===== src/rtl/ps2_key_decoder.sv =====
// ---------------------------------------------------------------------------
// ps2_key_decoder
//
// Purpose:
//   Sits directly behind the ps2_keyboard FIFO. It pops one raw PS/2 set-2
//   scan-code byte at a time and folds the E0 (extended) and F0 (break)
//   prefixes into single press/release events. It can suppress typematic
//   repeats, counts key presses and maps common keys to lowercase ASCII.
//
// Parameters:
//   CNT_W           width of press_cnt (wraps modulo 2^CNT_W)
//   SUPPRESS_REPEAT 1 = a repeated make of the held key is dropped
//                   0 = a repeated make emits an event with evt_repeat=1
//
// Ports:
//   clk, rst        clock, synchronous active-high reset
//   ps2_data        FIFO head byte, valid while ps2_ready=1
//   ps2_ready       FIFO non-empty
//   ps2_overflow    FIFO overflow flag
//   ps2_nextdata_n  active-low pop strobe, one cycle per byte
//   evt_valid       one-cycle event pulse
//   evt_code        scan code of the event, prefixes stripped
//   evt_ext         event carried the E0 prefix
//   evt_release     1 = break, 0 = make
//   evt_repeat      make of an already-held key
//   evt_ascii       lowercase ASCII of evt_code, 0x00 if unmapped/extended
//   key_down        a key is currently held
//   cur_code        code of the held key (last make)
//   cur_ext         extended flag of the held key
//   press_cnt       count of non-repeat make events
//   err             sticky overflow indicator
// ---------------------------------------------------------------------------
module ps2_key_decoder #(
   parameter int CNT_W           = 8,
   parameter bit SUPPRESS_REPEAT = 1'b1
) (
   input  logic             clk,
   input  logic             rst,
   input  logic [7:0]       ps2_data,
   input  logic             ps2_ready,
   input  logic             ps2_overflow,
   output logic             ps2_nextdata_n,
   output logic             evt_valid,
   output logic [7:0]       evt_code,
   output logic             evt_ext,
   output logic             evt_release,
   output logic             evt_repeat,
   output logic [7:0]       evt_ascii,
   output logic             key_down,
   output logic [7:0]       cur_code,
   output logic             cur_ext,
   output logic [CNT_W-1:0] press_cnt,
   output logic             err
);

   localparam logic [7:0] CODE_EXT = 8'hE0;
   localparam logic [7:0] CODE_BRK = 8'hF0;

   typedef enum logic [1:0] {
      IDLE = 2'd0,
      POP  = 2'd1,
      GAP  = 2'd2
   } state_t;

   state_t     state_reg;
   logic [7:0] byte_reg;
   logic       ext_pend_reg;
   logic       brk_pend_reg;

   // Decode helpers evaluated against the byte captured in IDLE.
   logic       same_key;
   logic       is_repeat;
   logic [7:0] ascii_val;

   function automatic logic [7:0] set2_to_ascii(input logic [7:0] code);
      logic [7:0] a;
      a = 8'h00;
      case (code)
         8'h1C: a = "a";  8'h32: a = "b";  8'h21: a = "c";  8'h23: a = "d";
         8'h24: a = "e";  8'h2B: a = "f";  8'h34: a = "g";  8'h33: a = "h";
         8'h43: a = "i";  8'h3B: a = "j";  8'h42: a = "k";  8'h4B: a = "l";
         8'h3A: a = "m";  8'h31: a = "n";  8'h44: a = "o";  8'h4D: a = "p";
         8'h15: a = "q";  8'h2D: a = "r";  8'h1B: a = "s";  8'h2C: a = "t";
         8'h3C: a = "u";  8'h2A: a = "v";  8'h1D: a = "w";  8'h22: a = "x";
         8'h35: a = "y";  8'h1A: a = "z";
         8'h45: a = "0";  8'h16: a = "1";  8'h1E: a = "2";  8'h26: a = "3";
         8'h25: a = "4";  8'h2E: a = "5";  8'h36: a = "6";  8'h3D: a = "7";
         8'h3E: a = "8";  8'h46: a = "9";
         8'h29: a = 8'h20;
         8'h5A: a = 8'h0D;
         default: a = 8'h00;
      endcase
      return a;
   endfunction

   always_comb begin
      same_key  = key_down && (cur_code == byte_reg) && (cur_ext == ext_pend_reg);
      is_repeat = same_key && !brk_pend_reg;
      ascii_val = ext_pend_reg ? 8'h00 : set2_to_ascii(byte_reg);
   end

   always_ff @(posedge clk) begin
      if (rst) begin
         state_reg      <= IDLE;
         byte_reg       <= 8'h00;
         ext_pend_reg   <= 1'b0;
         brk_pend_reg   <= 1'b0;
         ps2_nextdata_n <= 1'b1;
         evt_valid      <= 1'b0;
         evt_code       <= 8'h00;
         evt_ext        <= 1'b0;
         evt_release    <= 1'b0;
         evt_repeat     <= 1'b0;
         evt_ascii      <= 8'h00;
         key_down       <= 1'b0;
         cur_code       <= 8'h00;
         cur_ext        <= 1'b0;
         press_cnt      <= '0;
         err            <= 1'b0;
      end else begin
         // Overflow is tracked independently of the byte handshake.
         if (ps2_overflow)
            err <= 1'b1;

         // evt_valid is a single-cycle pulse; only the POP branch raises it.
         evt_valid <= 1'b0;

         case (state_reg)
            IDLE: begin
               ps2_nextdata_n <= 1'b1;
               if (ps2_ready) begin
                  byte_reg       <= ps2_data;
                  ps2_nextdata_n <= 1'b0;   // low during the POP cycle only
                  state_reg      <= POP;
               end
            end

            POP: begin
               ps2_nextdata_n <= 1'b1;
               state_reg      <= GAP;
               if (byte_reg == CODE_EXT) begin
                  ext_pend_reg <= 1'b1;
               end else if (byte_reg == CODE_BRK) begin
                  brk_pend_reg <= 1'b1;
               end else begin
                  ext_pend_reg <= 1'b0;
                  brk_pend_reg <= 1'b0;
                  if (brk_pend_reg) begin
                     evt_valid   <= 1'b1;
                     evt_code    <= byte_reg;
                     evt_ext     <= ext_pend_reg;
                     evt_release <= 1'b1;
                     evt_repeat  <= 1'b0;
                     evt_ascii   <= ascii_val;
                     // Releasing a key other than the held one leaves it held.
                     if (same_key)
                        key_down <= 1'b0;
                  end else if (is_repeat) begin
                     if (!SUPPRESS_REPEAT) begin
                        evt_valid   <= 1'b1;
                        evt_code    <= byte_reg;
                        evt_ext     <= ext_pend_reg;
                        evt_release <= 1'b0;
                        evt_repeat  <= 1'b1;
                        evt_ascii   <= ascii_val;
                     end
                  end else begin
                     evt_valid   <= 1'b1;
                     evt_code    <= byte_reg;
                     evt_ext     <= ext_pend_reg;
                     evt_release <= 1'b0;
                     evt_repeat  <= 1'b0;
                     evt_ascii   <= ascii_val;
                     press_cnt   <= press_cnt + 1'b1;
                     key_down    <= 1'b1;
                     cur_code    <= byte_reg;
                     cur_ext     <= ext_pend_reg;
                  end
               end
            end

            GAP: begin
               // Gives the FIFO one cycle to advance its read pointer.
               ps2_nextdata_n <= 1'b1;
               state_reg      <= IDLE;
            end

            default: begin
               ps2_nextdata_n <= 1'b1;
               state_reg      <= IDLE;
            end
         endcase
      end
   end

endmodule


===== config.mk =====
export PLATFORM = sky130hd
export DESIGN_NAME = ps2_key_decoder
export DESIGN_NICKNAME = d
export VERILOG_FILES = /design/src/rtl/ps2_key_decoder.sv
export SDC_FILE = /design/constraint.sdc
export NUM_CORES = 1
export LEC_CHECK = 0
export ABC_AREA = 1
export CAP_MARGIN = 15
export CORE_MARGIN = 2
export CORE_UTILIZATION = 45
export CTS_CLUSTER_SIZE = 10
export DETAILED_ROUTE_END_ITERATION = 10
export GPL_TIMING_DRIVEN = 0
export PLACE_DENSITY = 0.69
export SLEW_MARGIN = 15
export SYNTH_ARGS = -nofsm -noshare
export SYNTH_HDL_FRONTEND = slang
export SYNTH_SLANG_ARGS = --single-unit

===== constraint.sdc =====
create_clock -name clk -period 3 [get_ports clk]
set_clock_uncertainty 0.15 [all_clocks]
set_input_delay 0.6 -clock clk [delete_from_list [all_inputs] [get_ports clk]]
set_output_delay 0.6 -clock clk [all_outputs]
set_load 0.01 [all_outputs]

Word-level counts from Yosys, hierarchy flattened
Memories as Yosys holds them, arrays and structs flattened. A register that Yosys moved wholly into a read port is not among the register bits. Cells that the tools add are included.

Register bits after elaboration: 52. ROM bits: 896. Bits of input ports: 12. Output and inout bits: 40. Memories kept: 1.

Memories: (name not given) (depth 128, bits a word 7, read ports 1, clocked after memory_dff 1, write ports 0, line 78) `case (code)`.

Add/sub/neg operators: 1. Eq/ne operators: 9. Multiplexer cells: 24. Bitwise gates (word level): 6. Reductions and logical operators: 13.

Operators by type and width (number): $mux W8 (6); $eq A8 B8 Y1 const B (2); $mux W1 (14); $mux W7 (2); $reduce_and A5 Y1 (2); $add A8 B1 Y8 const B (1); $eq A8 B8 Y1 (1); $ne A2 B2 Y1 const B (3); $not A1 Y1 (6); $reduce_and A2 Y1 (3); $pmux W2 S2 (1); $reduce_and A4 Y1 (1); $reduce_or A4 Y1 (1); $logic_and A1 B1 Y1 (3); $eq A2 B1 Y1 const B (1); $logic_not A2 Y1 (1); $mux W2 (1); $ne A2 B1 Y1 const B (1); $reduce_or A2 Y1 (1); $eq A1 B1 Y1 (1); $logic_not A1 Y1 (1).

Logic depth before layout (Yosys ltp)
Depth in word-level cells: 6. Mapped depth: 16. Depth with buffers taken out: 15.

Worst setup path before layout
OpenSTA, ideal clock, no wires.

Path type: input -> register. Start: input rst. End: register with a tool-made name. Library setup time: 0.113 ns. Arrival: 1.941 ns. Required time: 2.737 ns. Slack: 0.797 ns. Cell stages on the path: 13. Cell sequence: inv_2 nand2_1 nor2_1 inv_1 ha_1 nand3_1 nand2_1 nand2_1 nand3_1 nand3_1 nand2_1 nand2_1 nand2_1.

RTL lines: from (decl) (line 38) `input logic rst,`.

==> results by group <==
Route
  • DRC violations left: 0
  • Via Count: 3120
  • Routed WL: 7830 µm
  • Drt via density: 5.23
  • WL/cell: 13.1 µm
  • ANT nets after route: 0
  • DR pass1 iterations: 5
  • Initial DRC Count: 147

Logic synthesis
  • Post-synth top area share: 37.1%
  • Register bit total from synthesis: 57
  • Multiplexer area fraction after synthesis: 0%
  • Complex-gate fraction of the synthesized area: 8.80%
  • Synth Area in Simple Gates: 40.0%
  • Sequential area share after synthesis: 37.1%
  • Synth Area in XOR/XNOR: 2.00%
  • Main combinational cell family by area after synthesis: simple AND/OR/NAND/NOR gates
  • Synthesized-area fraction occupied by adder cells: 2.85%
  • Post-synthesis cell type count: 31
  • Largest cells by area after synthesis: dfxtp_1 37%, nand2_1 15%, nand3_1 9.9%
  • Ys flop type: dfxtp_1
  • Warnings from Yosys: 0
  • Post-Syn Instances: 450
  • Mean Syn Cell Area: 6.83 µm²
  • Mapped cell area: 0.00307 mm²
  • Synth async-reset ratio: 0%
  • Post-synth EDFFs: 0
  • Area leader, netlist: dfxtp_1

Setup path
  • Critical path's most frequent cell: nand2_1
  • CP Data Required Time: 3.08 ns
  • Crit Path Max Fanout: 7
  • Crit path largest cell delay: 0.55 ns
  • Critical path origin: ps2_ready
  • WP data arrival: 2.79 ns
  • Worst setup SP type: primary input
  • Reg2Reg Launch Point: state_reg[0]$_SDFFE_PP0P_
  • Worst path cell trace: clkdlybuf4s50_1, nand3_1, nand2_1, nor2_1, inv_1, ha_1, nand3_1, nand2_1, nand2_1, nand3_1, nand3_1, nand2_1, nand2_1, nand2_1
  • Slowest cell on the critical path: clkdlybuf4s50_1
  • Crit. End Element: flip-flop
  • R2R cell count: 13
  • Kind of critical path: primary input to flip-flop

Hold path
  • Hold crit path type: flip-flop to flip-flop
  • Min-delay src: evt_code[5]$_SDFFE_PP0P_
  • Hold path depth: 2

Placement
  • Placed Area: 0.00367 mm²
  • GP Congestion: 0.935
  • Port Buf Inserts: 49
  • DPL Wire Length: 5830 µm

Clocking
  • Clock sinks: 57
  • CTS max path bufs: 2
  • Post_cts resized: 0
  • Setup Buffers After CTS: 0
  • Root Driver: clkbuf_8
  • Number of CTS-inserted buffers: 9
  • Hold_buf cts: 0
  • CTS clock-pin slew for the worst setup and hold paths: 0.06 ns
  • Clk_lat worst skew: 0.34 ns
  • # H-tree levels: 3
  • CTS tree: done

STA
  • Hold Fails Final Rpt: 0
  • # setup viols final: 0
  • Measured slew at the worst slew-check pin: 0.535 ns
  • RSZ-0062 raised after global routing: no
  • Peak Freq: 0.369 GHz
  • Min Tclk post-route: 2.71 ns
  • Setup TNS: 0 ns
  • Fin crit share: 90.3%
  • Hold slack: 0.311 ns
  • Max Slew Vio Count: 0
  • Slew margin rel.: 64.4%

Layout
  • Most frequent cells in the layout: 121 x nand2_1, 61 x nand3_1, 57 x dfxtp_1
  • Most common cell after layout, fill and taps aside: nand2_1
  • Area grow syn2layout: 26.2%
  • Nets: 530
  • Share of cells above drive strength 1: 10.1%
  • Final instance area: 0.00388 mm²
  • Diodes inserted: 0

GRT
  • Largest net degree at the start of global routing: 11
  • GRT Residual Overflow: 0
  • Total global-route track usage: 21.7%
  • Vias in the first global route: 2704
  • Initial antenna violation count: 0
  • First-pass GRT wire length: 13100 µm

Pwr
  • Pwr dens: 509 mW/mm²
  • Max VDD drop: 0.226 mV
  • Total power: 1.97 mW
  • LEAKAGE: 1.69 nW

Floorplanning
  • IO Count: 52
  • Die Y: 86.6 µm
  • DIE AREA: 0.00750 mm²
  • Std cell rows: 30
  • Starting density of the core: 46.0%
  • Core Region: 0.00668 mm²
  • Chip width: 86.6 µm

Status
  • Status: complete, no violations

Flow run
  • Max Cap Viol: 0
-- path summary, 6_finish.rpt --
check / to / slack, ns
setup / recovery: flip-flop / 0.29
hold / removal: evt_code[5]$_SDFFE_PP0P_ / 0.31
setup reg to reg: flip-flop / 0.69
hold reg to reg: evt_code[5]$_SDFFE_PP0P_ / 0.31
-- critical path: cells and delay by family --
family                     cells  cell delay, ns
adders and majority gates      1            0.24
buffers and inverters          2            0.69
and+or+nand+nor               11            1.25
-- Yosys cell counts (5+ instances only) --
| library cell | number |
|---|---|
| nand2_2 | 5 |
| buf_4 | 5 |
| nor2_1 | 36 |
| nor3_1 | 6 |
| nand2_1 | 121 |
| nand4_1 | 21 |
| a21oi_1 | 30 |
| dfxtp_1 | 57 |
| ha_1 | 7 |
| inv_1 | 36 |
| o21ai_0 | 14 |
| inv_2 | 7 |
| buf_1 | 5 |
| nand3_1 | 61 |
-- stage by stage --
stage / util [%] / worst slack [ns] / cells
CTS: 58.0 / 0.280 / 596
global placement: 54.9 / -0.0459 / 580
detailed placement: 54.9 / -0.0584 / 580
global route: 58.0 / 0.0284 / 596
floorplan: - / 0.797 / 451
finish: 58.0 / 0.291 / 596
-- where the power goes --
part / internal [mW] / switching [mW] / total (mW)
clock network: 0.466 / 0.305 / 0.771
logic: 0.140 / 0.232 / 0.372
registers: 0.797 / 0.0339 / 0.831
total: 1.40 / 0.571 / 1.97
-- area by class of cell --
| cell class | count | area (µm²) |
|---|---|---|
| fillers | 656 | 2800 |
| multi-input cells | 330 | 1660 |
| flip-flops and latches | 57 | 1140 |
| repair buffers | 49 | 490 |
| inverters | 44 | 165 |
| clock buffers | 11 | 131 |
| plain buffers | 20 | 114 |
| well taps | 80 | 100 |
| clock inverters | 5 | 80.1 |
-- kinds of logic after synthesis --
logic type,after synthesis
DFF,57
buffers and inverters,64
other,1
adders and majority gates,7
AOI/OAI and AO/OA,50
and+or+nand+nor,264
xor gates and xnor gates,7
-- layer usage --
metal  global-route usage (%)  wire [µm]
met1                     29.9       3710
met2                     33.8       3510
met3                     4.48        493
met4                     7.67        119
met5                        0          0
No activity file was read; power rests on OpenSTA's default activity.
